**src/rtl/instr_mem_responder_if.sv**
```systemverilog
// Fetch request / instruction response channel between the fetch unit
// and the instruction memory responder.
interface instr_mem_responder_if;
   logic        req_valid;
   logic        req_ready;
   logic [31:0] req_addr;
   logic        rsp_valid;
   logic        rsp_ready;
   logic [31:0] rsp_instr;
   logic        rsp_err;

   modport master (
      output req_valid,
      output req_addr,
      output rsp_ready,
      input  req_ready,
      input  rsp_valid,
      input  rsp_instr,
      input  rsp_err
   );

   modport slave (
      input  req_valid,
      input  req_addr,
      input  rsp_ready,
      output req_ready,
      output rsp_valid,
      output rsp_instr,
      output rsp_err
   );
endinterface

```
**src/rtl/instr_mem_responder.sv**
```systemverilog
// Instruction memory responder: one fetch in flight, fixed latency,
// valid/ready response, independent program load port.
module instr_mem_responder #(
   parameter int  DEPTH   = 64,
   parameter int  LATENCY = 2,
   localparam int AW      = $clog2(DEPTH)
) (
   input  logic                 clk,
   input  logic                 rst,
   instr_mem_responder_if.slave bus,
   input  logic                 ld_en,
   input  logic [AW-1:0]        ld_addr,
   input  logic [31:0]          ld_data,
   output logic                 busy
);

   localparam logic [1:0] IDLE = 2'd0;
   localparam logic [1:0] WAIT = 2'd1;
   localparam logic [1:0] RESP = 2'd2;

   localparam int CW = (LATENCY > 2) ? $clog2(LATENCY - 1) : 1;
   localparam logic [CW-1:0] CNT_LOAD =
      CW'((LATENCY >= 2) ? LATENCY - 2 : 0);

   logic [1:0]    state_q, state_d;
   logic [CW-1:0] cnt_q, cnt_d;
   logic [31:0]   instr_q, instr_d;
   logic          err_q, err_d;

   logic [31:0]   mem [DEPTH];
   logic [AW-1:0] rd_idx;
   logic          addr_err;
   logic          accept;

   assign rd_idx   = bus.req_addr[AW+1:2];
   assign addr_err = (bus.req_addr[1:0] != 2'b00) |
                     (bus.req_addr[31:2] >= 30'(DEPTH));

   // Held low during reset so nothing is accepted before release.
   assign bus.req_ready = rst & (state_q == IDLE);
   assign accept        = bus.req_valid & bus.req_ready;

   assign bus.rsp_valid = (state_q == RESP);
   assign bus.rsp_instr = instr_q;
   assign bus.rsp_err   = err_q;
   assign busy          = (state_q != IDLE);

   always_comb begin
      state_d = state_q;
      cnt_d   = cnt_q;
      instr_d = instr_q;
      err_d   = err_q;
      unique case (1'b1)
         (state_q == IDLE): begin
            if (accept) begin
               // mem read here sees pre-write contents on a load collision.
               instr_d = addr_err ? 32'h0 : mem[rd_idx];
               err_d   = addr_err;
               if (LATENCY == 1) begin
                  state_d = RESP;
               end else begin
                  state_d = WAIT;
                  cnt_d   = CNT_LOAD;
               end
            end
         end
         (state_q == WAIT): begin
            if (cnt_q == '0) begin
               state_d = RESP;
            end else begin
               cnt_d = cnt_q - 1'b1;
            end
         end
         (state_q == RESP): begin
            if (bus.rsp_ready) begin
               state_d = IDLE;
            end
         end
         default: begin
            state_d = IDLE;
         end
      endcase
   end

   always_ff @(posedge clk or negedge rst) begin
      if (!rst) begin
         state_q <= IDLE;
         cnt_q   <= '0;
         instr_q <= 32'h0;
         err_q   <= 1'b0;
      end else begin
         state_q <= state_d;
         cnt_q   <= cnt_d;
         instr_q <= instr_d;
         err_q   <= err_d;
      end
   end

   always_ff @(posedge clk) begin
      if (ld_en) begin
         mem[ld_addr] <= ld_data;
      end
   end

endmodule

```
**src/flat_wrapper.sv**
```systemverilog
// flat-port wrapper written by rule: the top's interface ports become plain ports
module instr_mem_responder_flat 
#(
   parameter int  DEPTH   = 64,
   parameter int  LATENCY = 2,
   localparam int AW      = $clog2(DEPTH)
)
  (clk, rst, ld_en, ld_addr, ld_data, busy, bus_req_valid, bus_req_addr, bus_rsp_ready, bus_req_ready, bus_rsp_valid, bus_rsp_instr, bus_rsp_err);
  instr_mem_responder_if bus_i ();
  input  logic clk;
  input  logic rst;
  input  logic ld_en;
  input  logic [AW-1:0] ld_addr;
  input  logic [31:0] ld_data;
  output logic busy;
  input wire logic [$bits(bus_i.req_valid)-1:0] bus_req_valid;
  input wire logic [$bits(bus_i.req_addr)-1:0] bus_req_addr;
  input wire logic [$bits(bus_i.rsp_ready)-1:0] bus_rsp_ready;
  output wire logic [$bits(bus_i.req_ready)-1:0] bus_req_ready;
  output wire logic [$bits(bus_i.rsp_valid)-1:0] bus_rsp_valid;
  output wire logic [$bits(bus_i.rsp_instr)-1:0] bus_rsp_instr;
  output wire logic [$bits(bus_i.rsp_err)-1:0] bus_rsp_err;
  assign bus_i.req_valid = bus_req_valid;
  assign bus_i.req_addr = bus_req_addr;
  assign bus_i.rsp_ready = bus_rsp_ready;
  assign bus_req_ready = bus_i.req_ready;
  assign bus_rsp_valid = bus_i.rsp_valid;
  assign bus_rsp_instr = bus_i.rsp_instr;
  assign bus_rsp_err = bus_i.rsp_err;
  instr_mem_responder #(.DEPTH(DEPTH), .LATENCY(LATENCY)) u_core (.clk(clk), .rst(rst), .bus(bus_i), .ld_en(ld_en), .ld_addr(ld_addr), .ld_data(ld_data), .busy(busy));
endmodule
```
**config.mk**
```make
export PLATFORM = sky130hd
export DESIGN_NAME = instr_mem_responder_flat
export DESIGN_NICKNAME = d
export VERILOG_FILES = /design/src/rtl/instr_mem_responder_if.sv /design/src/rtl/instr_mem_responder.sv /design/src/flat_wrapper.sv
export SDC_FILE = /design/constraint.sdc
export NUM_CORES = 2
export LEC_CHECK = 0
export CORE_AREA = 2 2 581 467
export CTS_CLUSTER_SIZE = 10
export DETAILED_ROUTE_END_ITERATION = 8
export DIE_AREA = 0 0 583 469
export GPL_TIMING_DRIVEN = 0
export MAX_ROUTING_LAYER = met4
export SLEW_MARGIN = 20
export SYNTH_ARGS = -nofsm -noshare
export SYNTH_HDL_FRONTEND = slang
export SYNTH_SLANG_ARGS = --single-unit
```
**constraint.sdc**
```tcl
create_clock -name clk -period 2.5 [get_ports clk]
set_clock_uncertainty 0.2 [all_clocks]
set_input_delay 0.5 -clock clk [delete_from_list [all_inputs] [get_ports clk]]
set_output_delay 0.5 -clock clk [all_outputs]
set_load 0.01 [all_outputs]
```
==> key figures <==
STA
  – Final critical-path setup slack: -0.0838 ns
  – RSZ-0062 raised after global routing: yes
  – Slew at the pin closest to its max-slew limit: 1.11 ns
  – Final Cycle Share: 103%
  – Count of final hold-check violations: 0
  – Slew Limit Headroom: 26.0%
  – Slew Limit Fails: 0
  – Hold slack final: 0.0580 ns
  – Max frequency: 387 MHz
  – Setup violators final: 26
  – Min Tclk post-route: 2.58 ns

Detailed routing
  – First-iteration detailed-routing DRC count: 6,090
  – WL per Instance: 29.5 um
  – Vias per std cell: 5.28
  – WL final: 235,000 um
  – Via count: 41,900
  – DRC: 0
  – Pre-antenna DRT Iters: 6
  – Post-route ant nets: 0

Yosys
  – Compound-gate portion of the synthesized area: 3.28%
  – Synthesized flop and latch total: 2,083
  – Syn avg cell area: 21.4 um2
  – Count leader, synth: edfxtp_1
  – Main synth FF type: edfxtp_1
  – Multiplexer share of the synthesized area: 14.8%
  – Register area share after synthesis: 78.0%
  – Post-synth cell types: 49
  – Simple logic cell fraction of the synthesized area: 2.23%
  – Largest family of logic cells by synthesized area: multiplexers
  – Mapped cell area: 80,000 um2
  – Ys async rst share: 1.68%
  – Synth Instances: 3,745
  – Xor and xnor area share after synthesis: 0%
  – Syn nets: 3,820
  – Dominant cells by area after synthesis: edfxtp_1 77%, mux4_2 11%, mux2i_1 2.6%
  – Top cells by count, synth: 2,048 x edfxtp_1, 396 x mux4_2, 205 x mux2i_1, 144 x nand2_1, 131 x o22ai_1
  – Yosys Warn Count: 0
  – EDFF count, synth: 2,048
  – Synth top area share: 76.9%
  – Post-synth top area cell: edfxtp_1
  – Adder-cell area share of the yosys netlist: 0%

Floorplan
  – Full die area: 273,000 um2
  – Starting Density: 29.9%
  – Chip Width: 583 um
  – Vert. Die Dim: 469 um
  – Num rows: 170
  – I/O Pins: 111
  – Core Area: 268,000 um2

Worst setup path
  – CP max stage delay: 0.66 ns
  – Worst R2R Start: u_core.state_q[1]
  – Critical path startpoint category: primary input
  – CP max FO: 10
  – Instance count on the critical path: 9
  – Slowest CP cell: clkdlybuf4s50_1
  – Number of buffers and inverters on the critical path: 5
  – Most frequent CP cell: buf_8
  – Crit end category: flop
  – Crit. Startpoint: bus_req_addr[3]
  – Critical path class: primary input to flop
  – Crit-path leading delay family: buffers and inverters
  – Worst Path Arrival: 3.10 ns
  – R2R depth: 7
  – WP data required: 3.02 ns
  – CP cell instances: clkdlybuf4s50_1 -> buf_12 -> buf_8 -> buf_8 -> buf_6 -> mux2i_1 -> a21oi_2 -> nand2_1 -> o211ai_1

Global route
  – Largest net degree at the start of global routing: 65
  – Initial antenna violation count: 18
  – First-pass GRT wire length: 322,000 um
  – Total grt overflow: 0
  – Vias in the first global route: 40,700
  – All-Layer GR Usage: 17.3%

Power and ir drop
  – Internal Pwr Total: 0.0573 W
  – Psw: 0.0158 W
  – Clk pwr share: 41.1%
  – Flop pwr share: 52.9%
  – Worst vdd ir: 0.000581 V
  – Gate power share: 6.1%
  – PnR Total Power: 0.0731 W
  – Net Sw Frac: 21.7%
  – Pleak: 31.2 nW
  – Pwr Density: 748 nW/um2

Run status
  – Status: finished, violations left
  – Failing checks: setup timing

Clock tree
  – H-tree Lvls: 4
  – TritonCTS clock tree: built
  – Worst-path clk slew: 0.06 ns
  – CTS Root Cell: clkbuf_16
  – Worst-Skew Late Latency: 0.90 ns
  – Num CTS Buffers: 235
  – Clock Sinks: 2,083
  – Clock Tree Buf Depth: 4

Placed design
  – GPL Wtd Cong: 0.934
  – Final HPWL DP: 159,000 um
  – IO buf count: 102

Layout
  – Filler cells: 24,300
  – Final Util: 36.5%
  – Layout net count: 4,399
  – Share of cells above drive strength 1: 32.0%
  – Area growth, synth to finish: 22.1%

Worst hold path
  – Hold Crit Class: primary input to flop
  – Hold path depth: 1
  – Hold Startpoint: ld_data[0]

Flow run
  – Max-Cap Viols: 0
[routing by layer]
layer,global-route usage (%),vias up,wire length (um)
met1,24.5,22500,101000
li1,-,16800,-
met2,25.2,2209,105000
met3,3.14,339,21500
met4,5.28,0,6970
met5,-,-,0
[state kept, by name (all words and copies together), names as in the netlist]
name and count:
u_core.mem 2048, u_core.bus.rsp_instr 32, u_core.bus.rsp_err 1, u_core.state_q 2
[cell usage in the layout, fill, tap and decap left out, types with 9 or more instances in the layout]
cell type and instances:
diode_2 15, dlygate4sd3_1 34, a21oi_2 15, clkbuf_2 32, o211ai_1 25, mux2i_1 197, dfrtp_1 18, mux4_2 396
buf_12 70, nand2_1 120, o22ai_1 111, buf_2 47, buf_6 55, o22ai_2 20, clkbuf_16 241, a221oi_2 29
clkdlybuf4s50_1 31, or4b_1 17, buf_4 136, inv_1 24, nor4_4 12, o221ai_1 11, nand2_2 24, mux2_2 77
edfxtp_1 2048, nor2_1 46, buf_8 13, buf_16 63, a221oi_4 9, dfrtp_2 17, a22oi_1 70, dlygate4sd2_1 35
nand3_1 12, nor2_4 62, clkbuf_4 10, a21oi_1 52, clkbuf_1 74
[through the flow]
stage	setup WS [ns]	setup TNS (ns)	std cells	cell area, um2
6_report	-0.0838	-0.714	7937	97700
5_1_grt	-0.0701	-0.680	7929	97600
4_1_cts	-0.0217	-0.0685	7900	97000
3_5_place_dp	-2.46	-1898.09	7502	88800
3_3_place_gp	-2.76	-5279.79	7373	85900
2_1_floorplan	-0.436	-77.31	3745	80500
[final cells by class]
class / instances / area (um2) / area share [%]
diodes: 15 / 37.5 / 0.0384
plain buffers: 209 / 1660 / 1.70
clock buffers: 301 / 6190 / 6.34
clock inverters: 8 / 128 / 0.131
inverters: 25 / 97.6 / 0.0999
multi-input cells: 1426 / 17800 / 18.2
flip-flops and latches: 2083 / 62400 / 63.9
well taps: 3526 / 4410 / 4.52
repair buffers: 344 / 4980 / 5.09
[cells by family after synthesis]
| family | Yosys count |
|---|---|
| buf+inv | 236 |
| compound gates | 383 |
| simple gates | 364 |
| mux | 679 |
| flops | 2083 |
[power by group through the flow]
stage                     clock (W)  sequential [W]  combinational (W)
after floorplan                   0          0.0394            0.00191
after global placement            0          0.0395            0.00380
after detailed placement          0          0.0394            0.00405
after CTS                    0.0304          0.0387            0.00433
after global routing         0.0317          0.0387            0.00459
final                        0.0300          0.0387            0.00443
[repair_timing]
item                                    in CTS  in global routing
hold endpoints to repair                   721                  1
hold buffers                                33                  1
pin swaps                                   35                 33
setup buffers                               58                 18
endpoints found under the setup margin     977                387
gates resized for setup                    304                100
gates cloned                                 0                  3
[final timing paths]
kind | endpoint | slack, ns
worst max-delay path | u_core.bus.rsp_instr[1] | -0.08
worst min register to register | u_core.bus.rsp_err | 0.31
worst min-delay path | u_core.mem[44][0] | 0.06
min in group asynchronous | u_core.bus.rsp_err | 0.59
max in group asynchronous | u_core.bus.rsp_instr[31] | 0.92
worst max register to register | u_core.bus.rsp_instr[12] | -0.06
Power figures use the tool's default switching activity.
